==> src/rtl/ps2_pkg.sv <==
`default_nettype none
// ============================================================================
//  Module      : ps2_pkg
//  Description : Shared PS/2 frame constants and parity helper for the
//                ps2_receiver codebase slice.
//  Revision    : 1.0 - initial release
// ============================================================================
package ps2_pkg;

    localparam int unsigned c_FRAME_BITS         = 11;
    localparam int unsigned c_BIT_CNT_W          = 4;
    localparam logic [7:0]  c_BREAK_CODE         = 8'hF0;
    localparam logic [7:0]  c_EXT_CODE           = 8'hE0;
    localparam int unsigned c_DEFAULT_FIFO_DEPTH = 8;

    // PS/2 uses odd parity: data bits plus parity bit carry an odd count of ones.
    function automatic logic odd_parity_ok(input logic [7:0] d, input logic p);
        return ^{d, p};
    endfunction

endpackage
`default_nettype wire

==> src/rtl/scancode_fifo.sv <==
`default_nettype none
// ============================================================================
//  Module      : scancode_fifo
//  Description : Synchronous scan-code FIFO with an extra pointer bit for
//                full/empty disambiguation; head entry shown combinationally.
//  Revision    : 1.0 - initial release
// ============================================================================
module scancode_fifo
    import ps2_pkg::*;
#(
    parameter int DEPTH = c_DEFAULT_FIFO_DEPTH,
    parameter int WIDTH = 8
) (
    input  logic             clk,
    input  logic             rst,
    input  logic             i_push,
    input  logic [WIDTH-1:0] i_wdata,
    input  logic             i_pop,
    output logic [WIDTH-1:0] o_rdata,
    output logic             o_full,
    output logic             o_empty
);

    localparam int c_AW = (DEPTH > 1) ? $clog2(DEPTH) : 1;

    logic [c_AW:0]      r_wr_ptr;
    logic [c_AW:0]      r_rd_ptr;
    logic [WIDTH-1:0]   r_mem [DEPTH];
    logic               w_do_push;
    logic               w_do_pop;

    assign o_empty   = (r_wr_ptr == r_rd_ptr);
    assign o_full    = (r_wr_ptr[c_AW] != r_rd_ptr[c_AW]) &&
                       (r_wr_ptr[c_AW-1:0] == r_rd_ptr[c_AW-1:0]);
    assign w_do_pop  = i_pop && !o_empty;
    // A pop in the same cycle frees the slot a push into a full buffer needs.
    assign w_do_push = i_push && (!o_full || w_do_pop);

    always_ff @(posedge clk) begin
        if (rst) begin
            r_wr_ptr <= '0;
            r_rd_ptr <= '0;
        end else begin
            if (w_do_push) r_wr_ptr <= r_wr_ptr + 1'b1;
            if (w_do_pop)  r_rd_ptr <= r_rd_ptr + 1'b1;
        end
    end

    always_ff @(posedge clk) begin
        if (w_do_push) r_mem[r_wr_ptr[c_AW-1:0]] <= i_wdata;
    end

    assign o_rdata = o_empty ? '0 : r_mem[r_rd_ptr[c_AW-1:0]];

endmodule
`default_nettype wire

==> src/rtl/ps2_receiver.sv <==
`default_nettype none
// ============================================================================
//  Module      : ps2_receiver
//  Description : PS/2 keyboard frame receiver feeding a scan-code FIFO.
//                Optional odd-parity checking with PS2_PARITY_CHECK_EN.
//  Revision    : 1.0 - initial release
// ============================================================================
module ps2_receiver
    import ps2_pkg::*;
#(
    parameter int FIFO_DEPTH     = c_DEFAULT_FIFO_DEPTH,
    parameter int TIMEOUT_CYCLES = 50000
) (
    input  logic       clk,
    input  logic       rst,
    input  logic       ps2_clk,
    input  logic       ps2_data,
    output logic [7:0] data,
    output logic       valid,
    input  logic       ready,
    output logic       overflow,
    output logic       frame_err
);

    localparam logic [1:0] c_ST_IDLE   = 2'd0;
    localparam logic [1:0] c_ST_RECV   = 2'd1;
    localparam logic [1:0] c_ST_ACCEPT = 2'd2;
    localparam logic [1:0] c_ST_REJECT = 2'd3;

    localparam int                     c_TO_W      = $clog2(TIMEOUT_CYCLES + 1);
    localparam logic [c_BIT_CNT_W-1:0] c_LAST_BIT  = c_BIT_CNT_W'(c_FRAME_BITS - 1);
    localparam logic [c_BIT_CNT_W-1:0] c_LAST_DATA = c_BIT_CNT_W'(8);

    logic [1:0]             r_clk_sync;
    logic [1:0]             r_data_sync;
    logic                   r_clk_prev;
    logic                   w_fall;
    logic                   w_bit;
    logic [c_BIT_CNT_W-1:0] r_bit_cnt;
    logic [c_TO_W-1:0]      r_idle_cnt;
    logic                   w_timeout;
    logic [8:0]             r_shift;
    logic                   w_parity_ok;
    logic                   w_frame_ok;
    logic [1:0]             r_state;
    logic [1:0]             w_state_next;
    logic                   w_push;
    logic                   w_full;
    logic                   w_empty;
    logic                   r_overflow;

    always_ff @(posedge clk) begin
        if (rst) begin
            r_clk_sync  <= 2'b11;
            r_data_sync <= 2'b11;
            r_clk_prev  <= 1'b1;
        end else begin
            r_clk_sync  <= {r_clk_sync[0], ps2_clk};
            r_data_sync <= {r_data_sync[0], ps2_data};
            r_clk_prev  <= r_clk_sync[1];
        end
    end

    assign w_fall    = r_clk_prev && !r_clk_sync[1];
    assign w_bit     = r_data_sync[1];
    assign w_timeout = (r_bit_cnt != '0) && !w_fall &&
                       (r_idle_cnt == c_TO_W'(TIMEOUT_CYCLES - 1));

    // Shift register keeps start + d0..d7; parity and stop are judged separately.
    always_ff @(posedge clk) begin
        if (rst) begin
            r_bit_cnt  <= '0;
            r_idle_cnt <= '0;
            r_shift    <= '0;
        end else if (w_fall) begin
            r_idle_cnt <= '0;
            r_bit_cnt  <= (r_bit_cnt == c_LAST_BIT) ? '0 : r_bit_cnt + 1'b1;
            if (r_bit_cnt <= c_LAST_DATA) r_shift <= {w_bit, r_shift[8:1]};
        end else if (r_bit_cnt == '0) begin
            r_idle_cnt <= '0;
        end else if (w_timeout) begin
            r_bit_cnt  <= '0;
            r_idle_cnt <= '0;
        end else begin
            r_idle_cnt <= r_idle_cnt + 1'b1;
        end
    end

`ifdef PS2_PARITY_CHECK_EN
    localparam logic [c_BIT_CNT_W-1:0] c_PARITY_BIT = c_BIT_CNT_W'(9);
    logic r_parity;

    always_ff @(posedge clk) begin
        if (rst)                                  r_parity <= 1'b0;
        else if (w_fall && r_bit_cnt == c_PARITY_BIT) r_parity <= w_bit;
    end

    assign w_parity_ok = odd_parity_ok(r_shift[8:1], r_parity);
`else
    assign w_parity_ok = 1'b1;
`endif

    // w_bit is the stop bit when the 11th falling edge is seen.
    assign w_frame_ok = !r_shift[0] && w_bit && w_parity_ok;

    always_ff @(posedge clk) begin
        if (rst) r_state <= c_ST_IDLE;
        else     r_state <= w_state_next;
    end

    always_comb begin
        w_state_next = r_state;
        case (r_state)
            c_ST_RECV: begin
                if (w_fall && r_bit_cnt == c_LAST_BIT)
                    w_state_next = w_frame_ok ? c_ST_ACCEPT : c_ST_REJECT;
                else if (w_timeout)
                    w_state_next = c_ST_IDLE;
            end
            default: w_state_next = w_fall ? c_ST_RECV : c_ST_IDLE;
        endcase
    end

    always_comb begin
        w_push    = (r_state == c_ST_ACCEPT);
        frame_err = (r_state == c_ST_REJECT);
    end

    scancode_fifo #(
        .DEPTH (FIFO_DEPTH),
        .WIDTH (8)
    ) u_fifo (
        .clk     (clk),
        .rst     (rst),
        .i_push  (w_push),
        .i_wdata (r_shift[8:1]),
        .i_pop   (ready),
        .o_rdata (data),
        .o_full  (w_full),
        .o_empty (w_empty)
    );

    assign valid = !w_empty;

    always_ff @(posedge clk) begin
        if (rst)                            r_overflow <= 1'b0;
        else if (w_push && w_full && !ready) r_overflow <= 1'b1;
    end

    assign overflow = r_overflow;

endmodule
`default_nettype wire

==> config.mk <==
export PLATFORM = sky130hd
export DESIGN_NAME = ps2_receiver
export DESIGN_NICKNAME = d
export VERILOG_FILES = /design/src/rtl/ps2_pkg.sv /design/src/rtl/scancode_fifo.sv /design/src/rtl/ps2_receiver.sv
export SDC_FILE = /design/constraint.sdc
export NUM_CORES = 1
export LEC_CHECK = 0
export CAP_MARGIN = 15
export CORE_MARGIN = 10
export CORE_UTILIZATION = 40
export CTS_BUF_LIST = sky130_fd_sc_hd__clkbuf_2 sky130_fd_sc_hd__clkbuf_4 sky130_fd_sc_hd__clkbuf_8
export CTS_CLUSTER_SIZE = 28
export DETAILED_ROUTE_END_ITERATION = 10
export PLACE_DENSITY = 0.66
export SLEW_MARGIN = 30
export SYNTH_ARGS = -nofsm -noshare
export SYNTH_HDL_FRONTEND = slang
export SYNTH_SLANG_ARGS = --single-unit
==> constraint.sdc <==
create_clock -name clk -period 2.6 [get_ports clk]
set_input_delay 0.26 -clock clk [delete_from_list [all_inputs] [get_ports clk]]
set_output_delay 0.26 -clock clk [all_outputs]
set_load 0.01 [all_outputs]
# ---- Yosys cells after proc, flatten, opt, wreduce, memory -nomap -nowiden
# Memory sizes are Yosys's and may differ from the RTL's. A register that Yosys moved wholly into a read port is not among the register bits.
# Cells that the tools add are included.
dict set report word_totals {
  ff_bits 45
  mem_count 1
  mem_bits_rw 64
  word_cells 63
  output_inout_bits 11
  in_bits 5
}
# name words word_bits rd rd_ports_with_merged_regs wr line
set mem_list {}
lappend mem_list {u_fifo.r_mem 8 8 1 1 1 scancode_fifo.sv:28} ;# logic [WIDTH-1:0] r_mem [DEPTH];
dict set report classes {
  reduce_logical 23
  n_lt_le_gt_ge 1
  mux 14
  add_sub_neg 4
  eq_ne 10
}
# cell count
set ops {}
lappend ops {{adder 16 x 1 -> 16 bit, second input constant} 1}
lappend ops {{equality test 16 bit, second input constant} 1}
lappend ops {{2-to-1 mux 4 bit} 4}
lappend ops {{adder 4 x 1 -> 4 bit, second input constant} 3}
lappend ops {{logical AND 1 bit} 10}
lappend ops {{2-to-1 mux 8 bit} 1}
lappend ops {{zero test 1 bit} 6}
lappend ops {{2-to-1 mux 2 bit} 3}
lappend ops {{2-to-1 mux 3 bit} 2}
lappend ops {{equality test 2 bit, second input constant} 2}
lappend ops {{equality test 4 bit} 1}
lappend ops {{equality test 4 bit, second input constant} 1}
lappend ops {{<= comparator 4 bit, second input constant} 1}
lappend ops {{zero test 4 bit} 1}
lappend ops {{2-to-1 mux 1 bit} 4}
lappend ops {{AND reduction 2 bit} 2}
lappend ops {{nonzero test 4 bit} 1}
lappend ops {{OR reduction 4 bit} 1}
lappend ops {{equality test 3 bit} 1}
lappend ops {{!= test 3 bit, second input constant} 1}
lappend ops {{equality test 2 x 1 -> 1 bit, second input constant} 1}
lappend ops {{!= test 2 bit, second input constant} 1}
lappend ops {{nonzero test 2 bit} 1}
lappend ops {{logical OR 1 bit} 1}
lappend ops {{!= test 1 bit} 1}

# ---- Logic depth before layout (Yosys ltp)
dict set report logic_depth {
  word_depth 8
  depth_mapped 7
  ltp_nobuf 5
}

# ---- Modules after synthesis
# A second synthesis with hierarchy kept.
dict set report unflattened {
  cells_unflattened 343
  area_unflattened_um2 4655.7
}
# module seq_area_each_um2 area_per_inst_um2 n_inst cells_per_inst
set modules_own_cells {}
lappend modules_own_cells {scancode_fifo 2142.1 3094.2 1 173}
lappend modules_own_cells {ps2_receiver 740.7 1561.5 1 170}

# ---- Worst setup path after synthesis
# OpenSTA, ideal clock, no wires.
dict set report synth_timing {
  kind {register -> register}
  start {register u_fifo.r_wr_ptr[0]}
  end {register u_fifo.r_wr_ptr[3]}
  path_stages_with_launch 6
  required_ns 2.477
  period_less_slack_ns 1.902
  arrival_time_ns 1.779
  slack_ns 0.698
  path_buffers 1
  setup_ns 0.123
  cell_sequence {dfxtp_1 buf_2 xor2_1 nor3_4 a21oi_1 mux2_1}
}
dict set report synth_between {
  elab_chain_len 5
  word_cells_on_any_way 9
  cone_classes {add/sub (1); eq/ne (2); reduce/logical (6)}
}
# item line
set synth_lines {}
lappend synth_lines {{start: declaration} scancode_fifo.sv:26} ;# logic [c_AW:0] r_wr_ptr;
lappend synth_lines {{start signal: assignment} scancode_fifo.sv:44} ;# if (w_do_push) r_wr_ptr <= r_wr_ptr + 1'b1;
lappend synth_lines {{equality test 4 bit / equality test 3 bit (equally long branches)} {scancode_fifo.sv:32, scancode_fifo.sv:34}}
lappend synth_lines {{zero test 1 bit / logical AND 1 bit (equally long branches)} {scancode_fifo.sv:35, scancode_fifo.sv:33}}
lappend synth_lines {{logical AND 1 bit / zero test 1 bit (equally long branches)} {scancode_fifo.sv:35, scancode_fifo.sv:37}}
lappend synth_lines {{logical OR 1 bit} scancode_fifo.sv:37} ;# assign w_do_push = i_push && (!o_full || w_do_pop);
lappend synth_lines {{logical AND 1 bit} scancode_fifo.sv:37}
# Several ways; a longest one is shown, not always the timed one.
# A chain may end at the register's enable or synchronous reset.

==> summary.txt <==
=================================================================================================
Vias in the first global route .....................................................        2,441
Async set-reset flop share out of synthesis ........................................            0
Share of post-route cells with drive strength above 1 ..............................       0.1755
Initial cell density of the core ...................................................       0.4073
Violation count after the first detailed-route iteration ...........................          127
Average cell area after synthesis ..................................................    13.74 µm²
Number of distinct library cell variants in the gate-level netlist after synthesis .           53
Number of buffers on the longest clock path ........................................            2
Peak ir drop on the vdd network ....................................................    0.2768 mV
Clock period minus worst slack .....................................................     2.411 ns
Adder-cell share of the synthesized area ...........................................     0.008106
Clock tree from TritonCTS ..........................................................        built
Number of hold buffers added after CTS .............................................            0
Post-synth top area share ..........................................................       0.4150
Setup violators final ..............................................................            0
First-pass GRT wire length .........................................................     12.58 mm
Number of primary I/O pins .........................................................           16
Number of detailed-route iterations in the first pass ..............................            7
WL per Instance ....................................................................     14.89 µm
All-Layer GR Usage .................................................................      0.09459
Final weighted congestion of routability-driven global placement ...................       0.8032
Element type at the critical path start ............................................     register
Post-synthesis cell type with the largest combined area ............................ sky130_fd_sc_hd__edfxtp_1
Achievable Freq ....................................................................    414.8 MHz
Yosys warnings .....................................................................            0
Main combinational cell family by area after synthesis ............................. simple AND/OR/NAND/NOR gates
Required time worst endpoint .......................................................      2.34 ns
Sequential group share of total power ..............................................        0.645
Flip-flop and latch count after synthesis ..........................................          112
DR vias ............................................................................        2,568
Nature of the critical path endpoint ............................................... primary output
FILL cells .........................................................................        1,011
Number of H-tree branching levels ..................................................            3
Syn Std Cell Area ..................................................................     4631 µm²
NetSw ..............................................................................  0.0006367 W
Area growth from synthesis to final layout .........................................       11.32%
Antenna violations before repair ...................................................            0
Aggregate routed wire length .......................................................     7.477 mm
Number of port buffers .............................................................           15
Number of sinks handled by clock tree synthesis ....................................          112
Fin Hold WS ........................................................................    0.4203 ns
Number of endpoints with negative hold slack in the final report ...................            0
Xor/xnor cell area share of the yosys netlist ......................................      0.03567
Number of nets still failing antenna checks after routing ..........................            0
Largest net degree at the start of global routing ..................................           36
Worst slew margin ..................................................................       0.6654
Final clock period utilization by the worst path ...................................       0.9272
Floorplan die height ...............................................................     127.6 µm
Maximum fanout encountered on the critical timing path .............................           16
Setup Skew .........................................................................   0.01333 ns
Antenna diode instance count .......................................................            0
Net count after synthesis ..........................................................          345
PD cells ........................................................................... 561.0 nW/µm²
Switching fraction of total power ..................................................       0.2202
Clock insertion delay at the later pin of the skew report ..........................      0.37 ns
Synth top cells by count ........................................................... 64 x sky130_fd_sc_hd__edfxtp_1, 48 x sky130_fd_sc_hd__dfxtp_1, 37 x sky130_fd_sc_hd__nor2_1
Post-synthesis sequential area ratio ...............................................       0.6225
WS Path Type ....................................................................... register to primary output
Number of enable-type register cells in the synthesized netlist ....................           64
Total congestion overflow after global routing .....................................            0
P_int ..............................................................................   0.002255 W
Number of instances in the synthesized netlist .....................................          337
Slew at the pin closest to its max-slew limit ......................................    0.4965 ns
Simple-gate portion of the synthesized area ........................................       0.1464
NumNets Final ......................................................................          362
Avg Vias per Cell ..................................................................        5.116
Most repeated cell in the gate-level netlist after synthesis ....................... sky130_fd_sc_hd__edfxtp_1
Cell types with the largest area share after synthesis ............................. sky130_fd_sc_hd__edfxtp_1 42%, sky130_fd_sc_hd__dfxtp_1 21%, sky130_fd_sc_hd__mux4_2 7.8%
Class of the tightest hold or removal check ........................................ register to register
Root buffer cell ................................................................... sky130_fd_sc_hd__clkbuf_8
Portion of netlist area occupied by mux cells ......................................       0.1238
Setup TNS ..........................................................................         0 ns
Total DRC errors in the routed layout ..............................................            0
Compound-cell area share of the yosys netlist ......................................      0.03756
Max-Cap Viols ......................................................................            0
Width of the die ...................................................................     127.6 µm
Cell leakage power .................................................................     1.684 nW
Result of the run .................................................................. finished, final reports clean
Relative contribution of combinational cells to total power ........................        0.014
Flip-flop cell with the highest count after synthesis .............................. sky130_fd_sc_hd__edfxtp_1
Clock group share of total power ...................................................        0.341
Clock transition at the registers of the reported paths ............................      0.11 ns
Final number of max-transition violations ..........................................            0
Total core area ....................................................................   11,370 µm²
Floorplan row count ................................................................           39
Half-perimeter wire length of the detailed placement result ........................     5.096 mm
Data arrival time of the critical path .............................................      2.15 ns
Clock buffer count from CTS ........................................................            9
Floorplan die area .................................................................   16,280 µm²
RSZ-0062 raised after global routing ...............................................           no
=================================================================================================
## final cells by class
cell class	instances	area [µm²]	share of cell area
tap	143	178.9	0.03471
clock buffer	9	123.9	0.02403
multi-input combinational	202	1658	0.3216
clock inverter	7	68.82	0.01335
timing repair buffer	22	215.2	0.04175
sequential	112	2884	0.5595
inverter	7	26.28	0.005097
## per-layer routing
metal,up-vias,share of wire,global-route usage
li1,1272,-,-
met1,1243,0.46,0.1190
met2,49,0.48,0.1514
met3,4,0.055,0.03433
met4,0,0.0068,0.02384
met5,-,0,0
## power by group through the flow
stage	Clock, W	Sequential (W)	Combinational [W]
detailed placement	0	0.00191	0.0000404
floorplan	0	0.00190	0.0000301
global route	0.00110	0.00187	0.0000441
global placement	0	0.00191	0.0000391
CTS	0.00102	0.00187	0.0000406
finish	0.000986	0.00187	0.0000396
## what timing repair did
item / CTS / global route
endpoints found under the setup margin: 9 / 9
setup buffers: 0 / 1
hold endpoints to repair: 0 / 0
pin swaps: 1 / 1
resized for setup: 2 / 5
## path summary, 6_finish.rpt
check / startpoint / end / slack, ns / cells after the start
worst min-delay path: r_clk_sync[0]$_SDFF_PP1_ / r_clk_sync[1]$_SDFF_PP1_ / 0.42 / 1
worst min register to register: r_clk_sync[0]$_SDFF_PP1_ / r_clk_sync[1]$_SDFF_PP1_ / 0.42 / 1
worst max register to register: u_fifo.r_wr_ptr[2]$_SDFFE_PP0P_ / u_fifo.r_mem[5][6]$_DFFE_PP_ / 0.54 / 4
worst max-delay path: register / data[1] / 0.19 / 5
## worst max-delay path: stages, from the launching register on
cell and delay, ns:
sky130_fd_sc_hd__dfxtp_1 0.37, sky130_fd_sc_hd__buf_12 0.19, sky130_fd_sc_hd__mux4_2 0.54, sky130_fd_sc_hd__mux2i_1 0.14
sky130_fd_sc_hd__nor2_1 0.05, sky130_fd_sc_hd__clkdlybuf4s50_1 0.48
## state kept, by name (all words and copies together) (netlist names), named ones only
signal / flops
r_clk_prev: 1
r_shift: 9
r_state: 2
r_idle_cnt: 16
u_fifo.r_rd_ptr: 4
r_bit_cnt: 4
r_clk_sync: 2
r_data_sync: 2
overflow: 1
u_fifo.r_mem: 64
u_fifo.r_wr_ptr: 4
## through the flow
step	util	total power (W)	instance area [µm²]	std cells	setup slack, ns
4_1_cts	0.4505	0.002932	5122	501	0.01423
5_1_grt	0.4534	0.003015	5155	502	0.02430
3_3_place_gp	0.4325	0.001946	4917	485	0.1921
2_1_floorplan	-	0.001935	4631	337	0.6980
3_5_place_dp	0.4325	0.001948	4917	485	0.08275
6_report	0.4534	0.002892	5155	502	0.1892
## placed cells by master (no fill, tap or decap), types with 6 or more instances in the layout
cell / count
sky130_fd_sc_hd__buf_4: 6
sky130_fd_sc_hd__nor2_1: 37
sky130_fd_sc_hd__nand3_1: 7
sky130_fd_sc_hd__a21oi_1: 6
sky130_fd_sc_hd__clkbuf_8: 9
sky130_fd_sc_hd__edfxtp_1: 64
sky130_fd_sc_hd__mux4_2: 16
sky130_fd_sc_hd__or2_2: 6
sky130_fd_sc_hd__nor2_2: 7
sky130_fd_sc_hd__dfxtp_1: 47
sky130_fd_sc_hd__mux2i_1: 19
sky130_fd_sc_hd__nand2_1: 11
sky130_fd_sc_hd__xnor2_1: 11
sky130_fd_sc_hd__inv_1: 7
sky130_fd_sc_hd__clkdlybuf4s50_1: 15
## cells by family (layout without fill, tap and decap cells)
group	after synthesis	after routing
flip-flops	112	112
AO/OA/AOI/OAI	24	24
XOR/XNOR	18	18
AND/OR/NAND/NOR	120	120
buffers and inverters	23	45
multiplexers	37	37
adder cells (fa/ha/maj)	3	3
(Power assumes the default switching activity.)
